`src/rtl/ppt_fire_sequencer.sv`:
```
// ppt_fire_sequencer: turns each rising edge of the trigger pulse into a safe
// discharge sequence (charge stop, dead time, fire gate, recharge). It also
// watches for charge timeouts and counts triggers that arrive while busy.
// No valid/ready handshakes here: every input is a level or single-cycle
// strobe sampled on each clock edge.
module ppt_fire_sequencer #(
  parameter int unsigned DEAD_CYC  = 4,
  parameter int unsigned FIRE_CYC  = 8,
  parameter int unsigned CHARGE_TO = 1000
) (
  input  logic        clk,
  input  logic        rst,
  input  logic        arm,
  input  logic        pulse_in,
  input  logic        cap_ready,
  input  logic        clear_fault,
  input  logic        clr_counts,
  output logic        charge_en,
  output logic        fire_out,
  output logic        ready,
  output logic        fault,
  output logic [15:0] fire_count,
  output logic [7:0]  miss_count
);

  typedef enum logic [2:0] {
    S_IDLE,
    S_CHARGE,
    S_READY,
    S_DEAD,
    S_FIRE,
    S_FAULT
  } state_t;

  // Last phase-counter value of each timed state.
  localparam logic [15:0] DEAD_LAST   = 16'(DEAD_CYC - 1);
  localparam logic [15:0] FIRE_LAST   = 16'(FIRE_CYC - 1);
  localparam logic [15:0] CHARGE_LAST = 16'(CHARGE_TO - 1);

  state_t      state;
  state_t      state_nxt;
  logic        ps1, ps2, ps3;
  logic        cr1, crdy;
  logic        trig;
  logic [15:0] phase;
  logic        fire_step;
  logic        miss_step;
  logic        busy;

  // Two-flop synchronisers; ps3 is the extra stage for edge detection.
  always_ff @(posedge clk) begin
    if (rst) begin
      ps1  <= 1'b0;
      ps2  <= 1'b0;
      ps3  <= 1'b0;
      cr1  <= 1'b0;
      crdy <= 1'b0;
    end else begin
      ps1  <= pulse_in;
      ps2  <= ps1;
      ps3  <= ps2;
      cr1  <= cap_ready;
      crdy <= cr1;
    end
  end

  assign trig = ps2 & ~ps3;

  // Next-state selection; FAULT is sticky until clear_fault, disarm wins elsewhere.
  always_comb begin
    state_nxt = state;
    if (state == S_FAULT) begin
      if (clear_fault) state_nxt = S_IDLE;
    end else if (!arm) begin
      state_nxt = S_IDLE;
    end else begin
      case (state)
        S_IDLE:   state_nxt = S_CHARGE;
        S_CHARGE: begin
          if (crdy)                      state_nxt = S_READY;
          else if (phase == CHARGE_LAST) state_nxt = S_FAULT;
        end
        S_READY:  if (trig) state_nxt = S_DEAD;
        S_DEAD:   if (phase == DEAD_LAST) state_nxt = S_FIRE;
        S_FIRE:   if (phase == FIRE_LAST) state_nxt = S_CHARGE;
        default:  state_nxt = state;
      endcase
    end
  end

  // A trigger is a miss only when armed and in a state that cannot accept it.
  assign busy      = (state == S_CHARGE) || (state == S_DEAD) || (state == S_FIRE);
  assign miss_step = trig && arm && busy;
  assign fire_step = (state == S_DEAD) && (state_nxt == S_FIRE);

  // State, phase counter, registered Moore outputs and saturating counters.
  always_ff @(posedge clk) begin
    if (rst) begin
      state      <= S_IDLE;
      phase      <= 16'd0;
      charge_en  <= 1'b0;
      fire_out   <= 1'b0;
      ready      <= 1'b0;
      fault      <= 1'b0;
      fire_count <= 16'd0;
      miss_count <= 8'd0;
    end else begin
      state     <= state_nxt;
      phase     <= (state_nxt != state) ? 16'd0 : phase + 16'd1;
      charge_en <= (state_nxt == S_CHARGE) || (state_nxt == S_READY);
      fire_out  <= (state_nxt == S_FIRE);
      ready     <= (state_nxt == S_READY);
      fault     <= (state_nxt == S_FAULT);
      if (clr_counts) begin
        fire_count <= 16'd0;
        miss_count <= 8'd0;
      end else begin
        if (fire_step && (fire_count != 16'hFFFF)) fire_count <= fire_count + 16'd1;
        if (miss_step && (miss_count != 8'hFF))    miss_count <= miss_count + 8'd1;
      end
    end
  end

endmodule

```
`config.mk`:
```
export PLATFORM = sky130hd
export DESIGN_NAME = ppt_fire_sequencer
export DESIGN_NICKNAME = d
export VERILOG_FILES = /design/src/rtl/ppt_fire_sequencer.sv
export SDC_FILE = /design/constraint.sdc
export NUM_CORES = 1
export LEC_CHECK = 0
export ABC_CLOCK_PERIOD_IN_PS = 6200
export BUFFER_PORTS_ARGS = -buffer_cell sky130_fd_sc_hd__buf_2
export CORE_MARGIN = 1.5
export CORE_UTILIZATION = 30
export DETAILED_ROUTE_END_ITERATION = 8
export PLACE_DENSITY = 0.47
export SETUP_SLACK_MARGIN = 0.05
export SYNTH_ARGS = -nofsm -noshare
export SYNTH_HDL_FRONTEND = slang
export SYNTH_SLANG_ARGS = --single-unit
export TNS_END_PERCENT = 10
```
`constraint.sdc`:
```
create_clock -name clk -period 6.2 [get_ports clk]
set_input_delay 1.24 -clock clk [delete_from_list [all_inputs] [get_ports clk]]
set_output_delay 1.24 -clock clk [all_outputs]
set_load 0.05 [all_outputs]
```
==> After elaboration in Yosys (flattened, before gate mapping) <==
Cells that the tools add are included.
{ "op_classes": {"add_sub_neg": 3, "n_eq_ne": 15, "n_mux": 9, "bitwise": 2, "reduce_logical": 11} }
{ "ops": {"columns": ["operator", "count"], "rows": [
  ["adder 16 x 1 -> 16 bit (second input constant)", 2],
  ["2-to-1 mux 3 bit", 8],
  ["equality test 16 x 10 -> 1 bit (second input constant)", 1],
  ["equality test 16 x 2 -> 1 bit (second input constant)", 1],
  ["equality test 16 x 3 -> 1 bit (second input constant)", 1],
  ["inequality test 16 bit (second input constant)", 1],
  ["case mux 3 bit (5 select lines)", 1],
  ["equality test 3 bit (second input constant)", 4],
  ["equality test 3 x 2 -> 1 bit (second input constant)", 3],
  ["adder 8 x 1 -> 8 bit (second input constant)", 1],
  ["inequality test 8 bit (second input constant)", 1],
  ["equality test 3 x 1 -> 1 bit (second input constant)", 2],
  ["logical AND 1 bit", 5],
  ["OR reduction 2 bit", 2],
  ["logical NOT 3 bit", 1],
  ["logical OR 1 bit", 3],
  ["inequality test 3 bit", 1],
  ["bitwise AND 1 bit", 1],
  ["NOT 1 bit", 1]
]} }
{ "totals": {"ff_bits": 52, "input_bits": 7, "output_inout_bits": 28, "elab_cells": 53} }

==> Longest topological paths before layout <==
Gate-level depths: netlist of run 1.
{ "logic_depth": {"depth_word": 9, "depth_mapped": 8, "depth_no_buf": 7} }

==> Least setup slack after synthesis of run 1 <==
No wires, ideal clock.
{ "synth_timing": {"path_kind": "input port to flip-flop", "start": "input port clear_fault", "end": "register phase[10]", "setup_time_ns": 0.064, "t_arrival_ns": 2.448, "required_ns": 6.136, "path_slack_ns": 3.688, "path_stages": 6, "n_path_buf": 1, "path_cell_list": "nor3_2 -> nor2b_1 -> a211oi_1 -> o311ai_4 -> buf_6 -> nor2_1"} }
{ "synth_between": {"elab_chain_cells": 4} }
{ "synth_lines": {"columns": ["item", "line_no", "rtl"], "rows": [
  ["from (decl)", "16", "input logic clear_fault,"],
  ["2-to-1 mux 3 bit", "73", "if (clear_fault) state_nxt = S_IDLE;"],
  ["2-to-1 mux 3 bit", "72", "if (state == S_FAULT) begin"],
  ["inequality test 3 bit", "109", "phase <= (state_nxt != state) ? 16'd0 : phase + 16'd1;"],
  ["OR reduction 2 bit (no line)", null, null],
  ["to (signal assigned)", "109", null],
  ["to (decl)", "45", "logic [15:0] phase;"]
]} }
No other way between the ends.
A chain may end at the register's enable or synchronous reset.

==> Worst setup path after layout of run 1 <==
{ "layout_timing": {"start": "register state[1]", "end": "register phase[13]"} }
{ "layout_between": {"elab_chain_cells": 7, "word_cells_on_any_way": 17, "classes_between": "eq/ne: 6; mux: 9; reduce/logical: 2"} }
{ "layout_lines": {"columns": ["item", "line_no", "rtl"], "rows": [
  ["from (decl)", "40", "state_t state;"],
  ["from (signal assigned)", "108", "state <= state_nxt;"],
  ["2-to-1 mux 3 bit", "81", "else if (phase == CHARGE_LAST) state_nxt = S_FAULT;"],
  ["2-to-1 mux 3 bit", "80", "if (crdy) state_nxt = S_READY;"],
  ["case mux 3 bit (5 select lines)", "77", "case (state)"],
  ["2-to-1 mux 3 bit", "74", "end else if (!arm) begin"],
  ["2-to-1 mux 3 bit", "72", null],
  ["inequality test 3 bit (*)", "109", null],
  ["OR reduction 2 bit (no line) (*)", null, null]
]} }
Every way passes the cells marked *; elsewhere a longest branch is shown, timed or not.

==> metrics.md, run 1 <==
| Metric | Value |
|---|---|
| Sum of overflow across all layers after global routing | 0 |
| Hold_buf cts | 0 |
| Remaining antenna violation count | 0 |
| Synth Area per Inst | 8.87 µm² |
| Setup repair bufs after CTS | 0 |
| Height of the chip | 93.7 µm |
| Post-Syn Nets | 289 |
| Clock skew after layout | 0.0126 ns |
| Accumulated negative setup slack | 0 ns |
| Vias in the first global route | 1,844 |
| Number of antenna violations at the first check in global routing | 0 |
| Critical Path RT | 6.38 ns |
| Pin count of the biggest net entering global routing | 25 |
| Power Internal | 0.478 mW |
| Final hold violation count | 0 |
| First-pass GRT wire length | 9050 µm |
| Detailed Routing Iterations Pass 1 | 4 |
| Setup repair after global routing missed its margin | no |
| Number of sinks driven by the clock tree | 52 |
| Net total in the final layout | 318 |
| Final estimated routing congestion in global placement | 0.693 |
| Initial Utilization | 0.314 |
| Final Worst Setup Slack | 3.57 ns |
| Die width | 93.7 µm |
| Area growth from synthesis to layout | 14.6% |
| Number of H-tree branching levels | 2 |
| Overall fraction of global-route tracks in use | 0.130 |
| Count of inserted antenna diode cells | 0 |
| Cell at the root of the clock tree | sky130_fd_sc_hd__clkbuf_8 |
| Startpoint class of the critical path | register |
| Fraction of final layout cells sized beyond drive strength 1 | 0.182 |
| CTS clock-pin slew for the worst setup and hold paths | 0.10 ns |
| Core area | 0.00785 mm² |
| Sum of routed wire length over all layers | 5300 µm |
| Clock insertion delay at the later pin of the skew report | 0.30 ns |
| Proportion of total power due to net switching | 0.223 |
| Fill cell count | 849 |
| CP top delay family | compound AO/OA/AOI/OAI gates |
| Min-Delay Path Depth | 1 |
| Number of setup violations in the final report | 0 |
| Half-perimeter wire length of the detailed placement result | 3850 µm |
| Highest-count cells in the layout ignoring fill and taps | 52 x sky130_fd_sc_hd__dfxtp_1, 51 x sky130_fd_sc_hd__nor2_1, 34 x sky130_fd_sc_hd__buf_2 |
| Switching power of the nets | 0.137 mW |
| Combinational family with the most area after synthesis | simple AND/OR/NAND/NOR gates |
| Top-Level Pins | 35 |
| Leading cell type in the layout, fill and taps excluded | sky130_fd_sc_hd__dfxtp_1 |
| Number of buffers inserted by port buffering | 34 |
| Outcome | finished, final reports clean |
| Maximum fanout along the worst path | 16 |
| Place WS | 3.34 ns |
| Count of cell instances traversed by the critical path | 6 |
| Max Root-Sink Buffers | 2 |
| TritonCTS Buffers | 5 |
| Total of max-cap violations | 0 |
| Startpoint of the most critical hold path | ps1 |
| Routed vias | 2,008 |
| Fraction of power consumed by the clock network | 0.404 |
| Arrival time at the worst endpoint | 2.81 ns |
| Wirelength per Cell | 12.9 µm |
| Number of design-rule violations left by the first detailed-router iteration | 55 |
| Post-route clock period utilization | 0.425 |
| CTS tree | yes |
| Peak Freq | 0.380 GHz |
| List of cells traversed by the critical path | a211oi_1 -> a211oi_1 -> o221ai_2 -> and2_4 -> o311ai_4 -> nor2_1 |
| Share of power burned in registers | 0.554 |
| Number of warnings reported in the yosys synthesis log | 0 |
| Leakage power figure | 1.04 nW |
| Share of synthesized area spent on multiplexers | 0.00406 |
| Depth of the most critical reg-to-reg path | 6 |
| Pins over their slew limit | 0 |
| Adder-Cell Fraction of Synth Area | 0.0203 |
| Number of distinct library cells after synthesis | 51 |
| Final critical-path required period | 2.63 ns |
| Kind of path behind the tightest hold check | register to register |
| Most used cell, CP | sky130_fd_sc_hd__a211oi_1 |
| Critical path's largest stage delay | 0.62 ns |
| Parity-gate share of the synthesized area counting xor and xnor cells | 0.107 |
| Post-synthesis instance area | 0.00247 mm² |
| Post-DR vias/cell | 4.90 |
| Die area | 0.00877 mm² |
| Worst Setup End Kind | register |
| Instance count of the mapped netlist | 278 |
| Critical-path top delay cell | sky130_fd_sc_hd__o311ai_4 |
| Transition time at the pin with the least slew margin | 0.812 ns |
| Register bit count reported by yosys | 52 |
| Standard-cell row count | 32 |
| Classification of the worst setup path | register to register |
| Portion of total power attributed to combinational logic | 0.043 |
| Power density relative to cell area | 218 mW/mm² |
| Async set-or-reset flop fraction in the synthesized netlist | 0 |
| Share of synthesized cell area in and, or, nand and nor gates | 0.307 |
| Number of enable flip-flop cells after synthesis | 0 |
| Sequential element share of the synthesized area | 0.422 |
| Area fraction in compound gates after synthesis | 0.106 |
| Number of buffer and inverter instances along the worst setup path | 0 |
| DRC violation count after routing | 0 |
| Dominant register cell in the synthesized netlist | sky130_fd_sc_hd__dfxtp_1 |
| RR Startpoint | state[1] |
| Post-cts gate resize count | 0 |
| Slew margin rel. | 0.459 |
| Worst supply voltage drop on vdd | 88.6 µV |
| Startpoint of the most critical setup path | state[1] |
[worst paths after layout]
kind	slack, ns	endpoint
min	0.44	ps2
max	3.57	phase[13]
max reg2reg	3.57	phase[13]
min reg2reg	0.44	ps2
[routing by layer]
layer | vias up | GRT usage | routed length, µm
met5 | - | 0 | 0
met4 | 0 | 0.0361 | 61
met3 | 6 | 0.0324 | 166
met2 | 28 | 0.204 | 2440
met1 | 941 | 0.177 | 2630
li1 | 1033 | - | -
[area by class of cell]
| type | count | area (µm²) | share of cell area |
|---|---|---|---|
| clock buffers | 6 | 82.6 | 0.0292 |
| clock inverters | 2 | 38.8 | 0.0137 |
| inverters | 6 | 22.5 | 0.00797 |
| multi-input cells | 208 | 1340 | 0.475 |
| flip-flops and latches | 52 | 1040 | 0.368 |
| well taps | 102 | 128 | 0.0452 |
| repair buffers | 34 | 170 | 0.0602 |
[cells by family after synthesis]
| kind of cell | after synthesis |
|---|---|
| AO/OA/AOI/OAI | 32 |
| XOR/XNOR | 30 |
| adder cells (fa/ha/maj) | 4 |
| buffers and inverters | 18 |
| flip-flops | 52 |
| multiplexers | 1 |
| AND/OR/NAND/NOR | 141 |
[stage by stage]
stage	instances	power [mW]	hold WS, ns	cell area (µm²)	util
final	410	0.615	0.445	2830	0.360
after global routing	410	0.643	0.462	2830	0.360
after CTS	410	0.627	0.446	2830	0.360
after detailed placement	402	0.375	0.422	2700	0.345
after global placement	402	0.375	0.420	2700	0.345
after floorplan	278	0.368	0.414	2470	-
[sequential cells by signal, indices dropped and copies added, names as in the netlist]
register / cells
charge_en: 1
cr1: 1
crdy: 1
fault: 1
fire_count: 16
fire_out: 1
miss_count: 8
phase: 16
ps1: 1
ps2: 1
ps3: 1
ready: 1
state: 3
[Yosys cell counts (2+ instances only)]
| master | n | area share |
|---|---|---|
| sky130_fd_sc_hd__dfxtp_1 | 52 | 0.42 |
| sky130_fd_sc_hd__nand2_1 | 16 | 0.024 |
| sky130_fd_sc_hd__nor2b_1 | 7 | 0.018 |
| sky130_fd_sc_hd__nor3_1 | 10 | 0.020 |
| sky130_fd_sc_hd__nor3b_1 | 3 | 0.0091 |
| sky130_fd_sc_hd__o21ai_0 | 3 | 0.0061 |
| sky130_fd_sc_hd__nand4_1 | 11 | 0.028 |
| sky130_fd_sc_hd__a21oi_1 | 7 | 0.014 |
| sky130_fd_sc_hd__nand3_1 | 15 | 0.030 |
| sky130_fd_sc_hd__nor4_2 | 2 | 0.010 |
| sky130_fd_sc_hd__clkbuf_1 | 6 | 0.0091 |
| sky130_fd_sc_hd__and4_1 | 3 | 0.011 |
| sky130_fd_sc_hd__buf_2 | 2 | 0.0041 |
| sky130_fd_sc_hd__inv_1 | 6 | 0.0091 |
| sky130_fd_sc_hd__xnor2_1 | 17 | 0.060 |
| sky130_fd_sc_hd__xor2_1 | 13 | 0.046 |
| sky130_fd_sc_hd__nor2_1 | 51 | 0.078 |
| sky130_fd_sc_hd__a211oi_1 | 5 | 0.015 |
| sky130_fd_sc_hd__nor4_1 | 4 | 0.010 |
| sky130_fd_sc_hd__a31o_2 | 3 | 0.011 |
| sky130_fd_sc_hd__nor4b_1 | 4 | 0.014 |
| sky130_fd_sc_hd__o31ai_1 | 2 | 0.0061 |
| sky130_fd_sc_hd__or3_1 | 2 | 0.0051 |
| sky130_fd_sc_hd__and3_1 | 4 | 0.010 |
| sky130_fd_sc_hd__ha_1 | 4 | 0.020 |
[power groups by stage]
stage	registers, mW	logic, mW	clock network [mW]
after floorplan	0.348	0.0200	0
after global placement	0.348	0.0267	0
after detailed placement	0.348	0.0268	0
after CTS	0.341	0.0269	0.259
after global routing	0.341	0.0296	0.272
final	0.341	0.0263	0.248
No activity file was read; power rests on OpenSTA's default activity.
==> run 2: changes to the inputs <==
- ABC_CLOCK_PERIOD_IN_PS: 6200 -> 2450
- clock period: 6.2 -> 2.45 ns (I/O delays scaled with it)
==> metrics.md, run 2 (synthesis results as in run 1) <==
| Metric | Value |
|---|---|
| Power density relative to cell area | 503 mW/mm² (+130%) |
| Final estimated routing congestion in global placement | 0.793 (+14%) |
| CTS tree | yes |
| Number of buffers inserted by port buffering | 34 (unchanged) |
| Net total in the final layout | 328 (+3.1%) |
| Initial Utilization | 0.314 (unchanged) |
| Critical Path RT | 2.65 ns (-3.73 ns) |
| Peak Freq | 0.445 GHz (+17%) |
| Kind of path behind the tightest hold check | primary input to register |
| Outcome | finished, final reports clean |
| Post-route clock period utilization | 0.917 (+0.492) |
| Sum of overflow across all layers after global routing | 0 (unchanged) |
| DRC violation count after routing | 0 (unchanged) |
| Maximum fanout along the worst path | 11 (-5) |
| Detailed Routing Iterations Pass 1 | 6 (+2) |
| Pins over their slew limit | 0 (unchanged) |
| Worst Setup End Kind | register |
| Met3 track demand over resource | 0.0307 (-0.00162) |
| Accumulated negative setup slack | 0 ns (unchanged) |
| Max Root-Sink Buffers | 2 (unchanged) |
| Height of the chip | 93.7 µm (unchanged) |
| Overall fraction of global-route tracks in use | 0.131 (+0.000965) |
| Worst supply voltage drop on vdd | 208 µV (+140%) |
| Cell at the root of the clock tree | sky130_fd_sc_hd__clkbuf_8 |
| Clock insertion delay at the later pin of the skew report | 0.31 ns (about the same) |
| First-pass GRT wire length | 9160 µm (+1.3%) |
| Startpoint class of the critical path | register |
| Clock skew after layout | 0.0123 ns (-0.000270 ns) |
| Instance count after placement with tap cells included | 411 (+2.2%) |
| Arrival time at the worst endpoint | 2.45 ns (-0.36 ns) |
| Top-Level Pins | 35 (unchanged) |
| Sum of routed wire length over all layers | 5310 µm (+0.11%) |
| Post-DR vias/cell | 4.81 (-1.7%) |
| Number of design-rule violations left by the first detailed-router iteration | 61 (+11%) |
| Number of H-tree branching levels | 2 (unchanged) |
| Transition time at the pin with the least slew margin | 0.464 ns (-0.348 ns) |
| Fraction of final layout cells sized beyond drive strength 1 | 0.214 (+0.0320) |
| TritonCTS Buffers | 5 (unchanged) |
| Highest-count cells in the layout ignoring fill and taps | 51 x sky130_fd_sc_hd__nor2_1, 51 x sky130_fd_sc_hd__dfxtp_1, 34 x sky130_fd_sc_hd__buf_2 |
| Die width | 93.7 µm (unchanged) |
| Remaining antenna violation count | 0 (unchanged) |
| Routed vias | 2,021 (+0.65%) |
| Die area | 0.00877 mm² (unchanged) |
| Slew margin rel. | 0.690 (+0.232) |
| Number of sinks driven by the clock tree | 52 (unchanged) |
| Met2 Use GR | 0.204 (+0.000604) |
| Fill cell count | 836 (-1.5%) |
| CTS clock-pin slew for the worst setup and hold paths | 0.10 ns (about the same) |
| Hold_buf cts | 0 (unchanged) |
| Total of max-cap violations | 0 (unchanged) |
| Count of inserted antenna diode cells | 0 (unchanged) |
| Cell Count, Final, Fillers Out | 420 (+2.4%) |
| Registers with the most flip-flops | fire_count x16, phase x16, miss_count x8 |
| Half-perimeter wire length of the detailed placement result | 3850 µm (+0.21%) |
| M1 GR Usage | 0.177 (about the same) |
| Final critical-path required period | 2.25 ns (-0.386 ns) |
| Number of antenna violations at the first check in global routing | 0 (unchanged) |
| Area growth from synthesis to layout | 17.3% |
| Core area | 0.00785 mm² (unchanged) |
| Number of setup violations in the final report | 0 (unchanged) |
| Leakage power figure | 1.09 nW (+4.6%) |
| Classification of the worst setup path | register to register |
| Pin count of the biggest net entering global routing | 25 (unchanged) |
| Vias in the first global route | 1,926 (+4.4%) |
| Final hold violation count | 0 (unchanged) |
| Most crowded layer after global routing | met2 |
| Setup repair after global routing missed its margin | no |
| Standard-cell row count | 32 (unchanged) |
| Wirelength per Cell | 12.6 µm (-2.3%) |
[run 2: final cells by class]
| type | count | area [µm²] | share of cell area |
|---|---|---|---|
| multi-input cells | 208 | 1350 | 0.466 |
| flip-flops and latches | 52 | 1040 | 0.360 |
| repair buffers | 44 | 258 | 0.0891 |
| well taps | 102 | 128 | 0.0441 |
| clock buffers | 6 | 82.6 | 0.0286 |
| inverters | 6 | 22.5 | 0.00779 |
| clock inverters | 2 | 10.0 | 0.00346 |
[run 2: worst paths after layout]
check	start	end	slack [ns]	depth (start not counted)
worst min-delay path	cap_ready	cr1	0.39	2
worst max-delay path	phase[10]	fire_count[11]	0.20	7
worst min register to register	cr1	crdy	0.44	1
worst max register to register	phase[10]	fire_count[11]	0.20	7
[run 2: metrics by stage]
stage / utilization / hold slack [ns] / power, mW / cell area (µm²) / worst slack, ns
after floorplan: - / 0.414 / 0.932 / 2470 / 0.132
after global placement: 0.353 / 0.418 / 0.952 / 2770 / 0.191
after detailed placement: 0.353 / 0.422 / 0.951 / 2770 / 0.0815
after CTS: 0.365 / 0.383 / 1.47 / 2860 / 0.0690
after global routing: 0.368 / 0.378 / 1.52 / 2890 / 0.0716
final: 0.368 / 0.389 / 1.45 / 2890 / 0.203
[run 2: report_power, final]
group | total, mW | leakage [nW] | internal (mW) | switching (mW)
Sequential | 0.861 | 0.421 | 0.853 | 0.00779
Combinational | 0.0754 | 0.614 | 0.0300 | 0.0454
Clock | 0.517 | 0.0510 | 0.226 | 0.291
[run 2: worst max-delay path: stages, from the launching register on]
cell and delay, ns:
sky130_fd_sc_hd__dfxtp_1 0.37, sky130_fd_sc_hd__nor4_2 0.40, sky130_fd_sc_hd__and4_1 0.29, sky130_fd_sc_hd__o221ai_2 0.15, sky130_fd_sc_hd__buf_4 0.23, sky130_fd_sc_hd__nor3b_4 0.33
sky130_fd_sc_hd__a211oi_1 0.13, sky130_fd_sc_hd__a31o_2 0.23
[run 2: routing by layer]
| layer | vias to the layer above | routed length, µm |
|---|---|---|
| li1 | 1060 | - |
| met1 | 923 | 2670 |
| met2 | 30 | 2390 |
| met3 | 8 | 168 |
| met4 | 0 | 76 |
| met5 | - | 0 |
[run 2: timing repair]
item                       in CTS  in global routing
resized for setup               0                  2
setup buffers                   0                  1
setup endpoints to repair       0                 19
